File: config.mk
export PLATFORM = sky130hd
export DESIGN_NAME = circle_motion_ctrl
export DESIGN_NICKNAME = d
export VERILOG_FILES = /design/src/rtl/circle_motion_ctrl.sv
export SDC_FILE = /design/constraint.sdc
export NUM_CORES = 1
export LEC_CHECK = 0
export CORE_UTILIZATION = 54
export CTS_CLUSTER_SIZE = 30
export DETAILED_ROUTE_END_ITERATION = 12
export PLACE_DENSITY_LB_ADDON = 0.25
export SLEW_MARGIN = 20
export SYNTH_ARGS = -nofsm -noshare
export SYNTH_HDL_FRONTEND = slang
export SYNTH_SLANG_ARGS = --single-unit
File: constraint.sdc
create_clock -name i_clk -period 9.1 [get_ports i_clk]
set_input_delay 2.275 -clock i_clk [delete_from_list [all_inputs] [get_ports i_clk]]
set_output_delay 2.275 -clock i_clk [all_outputs]
set_load 0.02 [all_outputs]
File: src/rtl/circle_motion_ctrl.sv
// Frame-synchronous circle sprite position controller: samples direction buttons once per
// vertical blank, rate-limits with a frame divider, clamps the center on screen.
// Optional build macro MOTION_ACCEL_EN enables a hold-to-accelerate step of 4.
module circle_motion_ctrl #(
    parameter int unsigned H_ACTIVE  = 640,
    parameter int unsigned V_ACTIVE  = 480,
    parameter int unsigned RADIUS    = 25,
    parameter int unsigned INIT_X    = 100,
    parameter int unsigned INIT_Y    = 100,
    parameter int unsigned FRAME_DIV = 2
) (
    input  logic       i_clk,
    input  logic       i_reset,
    input  logic       i_up,
    input  logic       i_down,
    input  logic       i_left,
    input  logic       i_right,
    input  logic [9:0] i_coord_x,
    input  logic [9:0] i_coord_y,
    output logic [9:0] o_center_x,
    output logic [9:0] o_center_y,
    output logic       o_frame_tick,
    output logic       o_moving
);

    localparam int unsigned CNT_W = (FRAME_DIV > 1) ? $clog2(FRAME_DIV) : 1;
    localparam logic [CNT_W-1:0] CNT_LAST = CNT_W'(FRAME_DIV - 1);
    localparam logic signed [10:0] X_MIN = 11'(RADIUS);
    localparam logic signed [10:0] X_MAX = 11'(H_ACTIVE - 1 - RADIUS);
    localparam logic signed [10:0] Y_MIN = 11'(RADIUS);
    localparam logic signed [10:0] Y_MAX = 11'(V_ACTIVE - 1 - RADIUS);

    typedef enum logic [1:0] {StWaitActive, StWaitBlank, StSample, StUpdate} state_e;

    state_e             r_state;
    state_e             w_state_next;
    logic [9:0]         r_center_x;
    logic [9:0]         r_center_y;
    logic               r_moving;
    logic [CNT_W-1:0]   r_frame_cnt;
    logic               r_fire;
    logic [3:0]         r_dir;       // {up, down, left, right}
    logic               w_blank;
    logic signed [10:0] w_step;
    logic signed [10:0] w_cx;
    logic signed [10:0] w_cy;
    logic signed [10:0] w_nx;
    logic signed [10:0] w_ny;
    logic [9:0]         w_new_x;
    logic [9:0]         w_new_y;
    logic               w_unused_coord_x;

    assign w_unused_coord_x = ^i_coord_x;
    assign w_blank          = (i_coord_y >= 10'(V_ACTIVE));

    always_comb begin
        w_state_next = r_state;
        case (r_state)
            StWaitActive: if (!w_blank) w_state_next = StWaitBlank;
            StWaitBlank:  if (w_blank) w_state_next = StSample;
            StSample:     w_state_next = StUpdate;
            StUpdate:     w_state_next = StWaitActive;
            default:      w_state_next = StWaitActive;
        endcase
    end

`ifdef MOTION_ACCEL_EN
    logic [3:0] r_hold_cnt;
    logic [3:0] r_last_dir;
    logic [3:0] w_hold_next;

    // The step is chosen from the count this update produces, so the 9th held update is fast.
    always_comb begin
        w_hold_next = 4'd0;
        if ((r_dir != 4'd0) && (r_dir == r_last_dir)) begin
            w_hold_next = (r_hold_cnt == 4'hF) ? r_hold_cnt : r_hold_cnt + 4'd1;
        end
        w_step = (w_hold_next >= 4'd8) ? 11'sd4 : 11'sd1;
    end

    always_ff @(posedge i_clk) begin
        if (!i_reset) begin
            r_hold_cnt <= 4'd0;
            r_last_dir <= 4'd0;
        end else if ((r_state == StUpdate) && r_fire) begin
            r_hold_cnt <= w_hold_next;
            r_last_dir <= r_dir;
        end
    end
`else
    assign w_step = 11'sd1;
`endif

    always_comb begin
        w_cx = $signed({1'b0, r_center_x});
        w_cy = $signed({1'b0, r_center_y});
        w_nx = w_cx;
        w_ny = w_cy;
        if (r_dir[0] && !r_dir[1]) w_nx = w_cx + w_step;
        else if (r_dir[1] && !r_dir[0]) w_nx = w_cx - w_step;
        if (r_dir[2] && !r_dir[3]) w_ny = w_cy + w_step;
        else if (r_dir[3] && !r_dir[2]) w_ny = w_cy - w_step;
        if (w_nx < X_MIN) w_nx = X_MIN;
        else if (w_nx > X_MAX) w_nx = X_MAX;
        if (w_ny < Y_MIN) w_ny = Y_MIN;
        else if (w_ny > Y_MAX) w_ny = Y_MAX;
        w_new_x = r_fire ? w_nx[9:0] : r_center_x;
        w_new_y = r_fire ? w_ny[9:0] : r_center_y;
    end

    always_ff @(posedge i_clk) begin
        if (!i_reset) begin
            r_state     <= StWaitActive;
            r_center_x  <= 10'(INIT_X);
            r_center_y  <= 10'(INIT_Y);
            r_moving    <= 1'b0;
            r_frame_cnt <= '0;
            r_fire      <= 1'b0;
            r_dir       <= 4'd0;
        end else begin
            r_state <= w_state_next;
            // Buttons are captured on the edge that enters SAMPLE.
            if ((r_state == StWaitBlank) && w_blank) begin
                r_dir <= {i_up, i_down, i_left, i_right};
            end
            if (r_state == StSample) begin
                r_fire      <= (r_frame_cnt == CNT_LAST);
                r_frame_cnt <= (r_frame_cnt == CNT_LAST) ? '0 : r_frame_cnt + 1'b1;
            end
            if (r_state == StUpdate) begin
                r_center_x <= w_new_x;
                r_center_y <= w_new_y;
                r_moving   <= (w_new_x != r_center_x) || (w_new_y != r_center_y);
            end
        end
    end

    assign o_center_x   = r_center_x;
    assign o_center_y   = r_center_y;
    assign o_moving     = r_moving;
    assign o_frame_tick = (r_state == StSample);

endmodule

==> results.md <==
* Asr flop ratio synth at 0
* Ports at 48
* WL met3 at 617 um
* Largest net degree at the start of global routing at 30
* Setup_tns at 0 ns
* Number of synthesized register bits at 29
* Initial drt markers at slightly below 300
* Clk root buf: clkbuf_8
* Drt total wl at 7.78 mm
* Synth Flop Type: dfxtp_1
* Design Power at between 300 and 400 uW
* Slew margin rel. at 0.375
* Origin of the worst setup path: o_center_x[0]
* Die height at slightly below 80 um
* Count of pins over their slew limit at 0
* EDFF count, synth at 0
* Vias per inst at roughly 6.5
* Family with the most delay on the worst path: compound AO/OA/AOI/OAI gates
* Critical-path top delay cell: or4b_2
* Status: finished, final reports clean
* Worst Setup EP: o_moving
* Final GP Congestion at 0.943
* Reg2reg start: o_center_x[0]
* RSZ-0062 raised after global routing: false
* Vias at around 3100
* Critical path depth at 11
* Sequential area share after synthesis at 0.192
* Setup violators final at 0
* Worst path required time at ~9.2 ns
* Area Overhead vs Synth at 11.0%
* Critical path arrival at 4.39 ns
* Std cell rows at 26
* Cts repair resizes at 0
* Routed WL per cell at 16.3 um
* # port buffers at 32
* Crit Path Class: reg -> reg
* Cell taking the most area after synthesis: dfxtp_1
* Crit Path Max Fanout at 16
* Die width at just under 80 um
* DR top layer: met4
* Tcrit/Tclk final at 0.467
* Wire length on met2 at ~3.4 mm
* # DRC at 0
* Final HPWL DP at 5.63 mm
* Reg clk slew, reported paths at 0.07 ns
* GRT overflow at 0
* Total Die Area at around 5900 sq um
* Crit path cell chain: inv_1 -> ha_1 -> or4b_2 -> o22ai_1 -> xnor2_1 -> o2111ai_1 -> a21oi_2 -> o22ai_1 -> or4_4 -> o41ai_2 -> a41oi_1
* PwrDens at 119 nW/um^2
* Starting Density at 0.577
* Slowest stage delay, CP at approximately 0.6 ns
* CP Capture Type: flip-flop
* Max Clk Rate at approximately 240 MHz
* Final min period at 4.25 ns
* Fillers at 461
* Number of max-cap violations at 0
* Synth cell types at 83
* Clock Sinks at 29
* Vias in the first global route at around 2600
* Area share of the leading cell type in the synthesized netlist at 0.192
* Synth Cell Area at about 3000 sq um
* Layout Nets at between 400 and 500
* Share of layout cells above drive strength 1 at 0.0985
* Reg2reg setup slack at 4.85 ns
* M1 WL at about 3.7 mm
* YS warnings at 0
* Worst Reg-to-Reg Cells at 11
* Worst Max-Slew Pin Slew at 0.935 ns
* Initial antenna violation count at 0
* Post-CTS Hold Buffers at 0
* Post-CTS setup buffers at 0
* First-pass GRT wire length at ~13 mm
* Clock network latency to the later pin of the worst-skew pair at between 0.2 and 0.3 ns
* Leak at between 1 and 1.5 nW
* Ant diodes at 0
* Mean Syn Cell Area at 7.63 sq um
* Final hold vios at 0
* Max H-tree Level at 2
* Top cells by area, synth: dfxtp_1 19%, o21ai_0 5.3%, nand2_1 4.2%, ha_1 3.7%, a21oi_1 3.5%
* Worst Skew at approximately 0.0034 ns
* Worst Hold Class: reg -> reg
* Clock Path Buffers at 2
* Startpoint Class: flip-flop
* Synth Net Count at 431
* Core area at about 5200 sq um
* Cell count after synthesis at around 400
* Worst R2R End: o_moving
* Number of routed nets with antenna violations at 0
* First-pass DRT Iterations at 5
* CTS buffer count at 5
* CTS tree: built
* WP buf/inv at 1
* GRT Total Usage at 0.259
* CP dominant cell by count: o22ai_1
* VDD IR max at roughly 0.13 mV
-- layer usage --
metal / GRT usage / vias to the layer above
li1: - / 1514
met1: 0.377 / 1459
met2: 0.395 / 136
met3: 0.0512 / 6
met4: 0.0462 / 0
met5: 0 / -
-- how the worst min path moves through the flow --
stage	start	endpoint	slack, ns	depth (start not counted)
6_report	r_frame_cnt	r_fire	0.55	2
5_1_grt	r_frame_cnt	r_fire	0.57	2
4_1_cts	r_frame_cnt	r_fire	0.55	2
3_5_place_dp	r_frame_cnt	r_fire	0.54	2
3_3_place_gp	r_frame_cnt	r_fire	0.52	2
2_1_floorplan	r_frame_cnt	r_fire	0.51	2
-- flip-flops by register name, summed over array words and instances, names as in the netlist --
name and count:
o_center_x 10, o_center_y 10, o_moving 1, r_dir 4, r_fire 1, r_frame_cnt 1, r_state 2
-- placed cells by master (no fill, tap or decap), drive strengths merged, types with 4 or more instances in the layout --
cell,n
nand2,34
o21ai,34
clkdlybuf4s50,32
dfxtp,29
a21oi,23
nor2,18
nor3,15
inv,14
nand3,12
o22ai,11
nor2b,10
and2,10
mux2i,9
xor2,9
ha,9
nand4,9
or3,8
clkbuf,6
and3,6
or4,6
o211ai,5
nor3b,5
nand3b,4
nor4,4
nand2b,4
and4b,4
o2111ai,4
or2,4
a21boi,4
-- tightest hold or removal path, cell delays in order, from the launching register on --
cell and delay [ns]:
dfxtp_1 0.32, mux2i_1 0.13, nor2b_1 0.06
-- power breakdown --
| part | total (mW) | switching [mW] | internal (mW) |
|---|---|---|---|
| combinational | 0.106 | 0.0567 | 0.0490 |
| clock | 0.140 | 0.0513 | 0.0889 |
| sequential | 0.152 | 0.0148 | 0.137 |
| total | 0.398 | 0.123 | 0.275 |
-- metrics by stage --
stage          std cells  hold slack (ns)  setup WS, ns   util  cell area, sq um
2_1_floorplan        396            0.507          5.59      -              3020
3_3_place_gp         468            0.515          5.00  0.617              3230
3_5_place_dp         468            0.545          4.97  0.617              3230
4_1_cts              476            0.551          4.96  0.640              3350
5_1_grt              476            0.572          4.70  0.640              3350
6_report             476            0.550          4.85  0.640              3350
-- cell usage after synthesis (8+ instances only) --
library cell / number
nand2_1: 34
o21ai_0: 32
dfxtp_1: 29
a21oi_1: 21
nor2_1: 18
nor3_1: 15
inv_1: 14
clkbuf_1: 13
o22ai_1: 11
nand3_1: 10
nor2b_1: 10
and2_1: 9
ha_1: 9
mux2i_1: 9
xor2_1: 9
nand4_1: 8
-- cell families after synthesis --
family,Yosys count,synth area share
buf+inv,44,0.0824
xor+xnor,12,0.0348
fa+ha+maj,9,0.0373
flops,29,0.192
mux,9,0.0298
compound gates,123,0.286
simple gates,170,0.337
-- area by class of cell --
class                   count  area [sq um]  area share
flip-flops and latches     29           581       0.173
inverters                  14          52.6      0.0157
repair buffers             32           320      0.0955
multi-input cells         323          2190       0.654
well taps                  70          87.6      0.0261
clock inverters             2          37.5      0.0112
clock buffers               6          82.6      0.0246
Note: power is estimated with default switching activity, not from simulation.
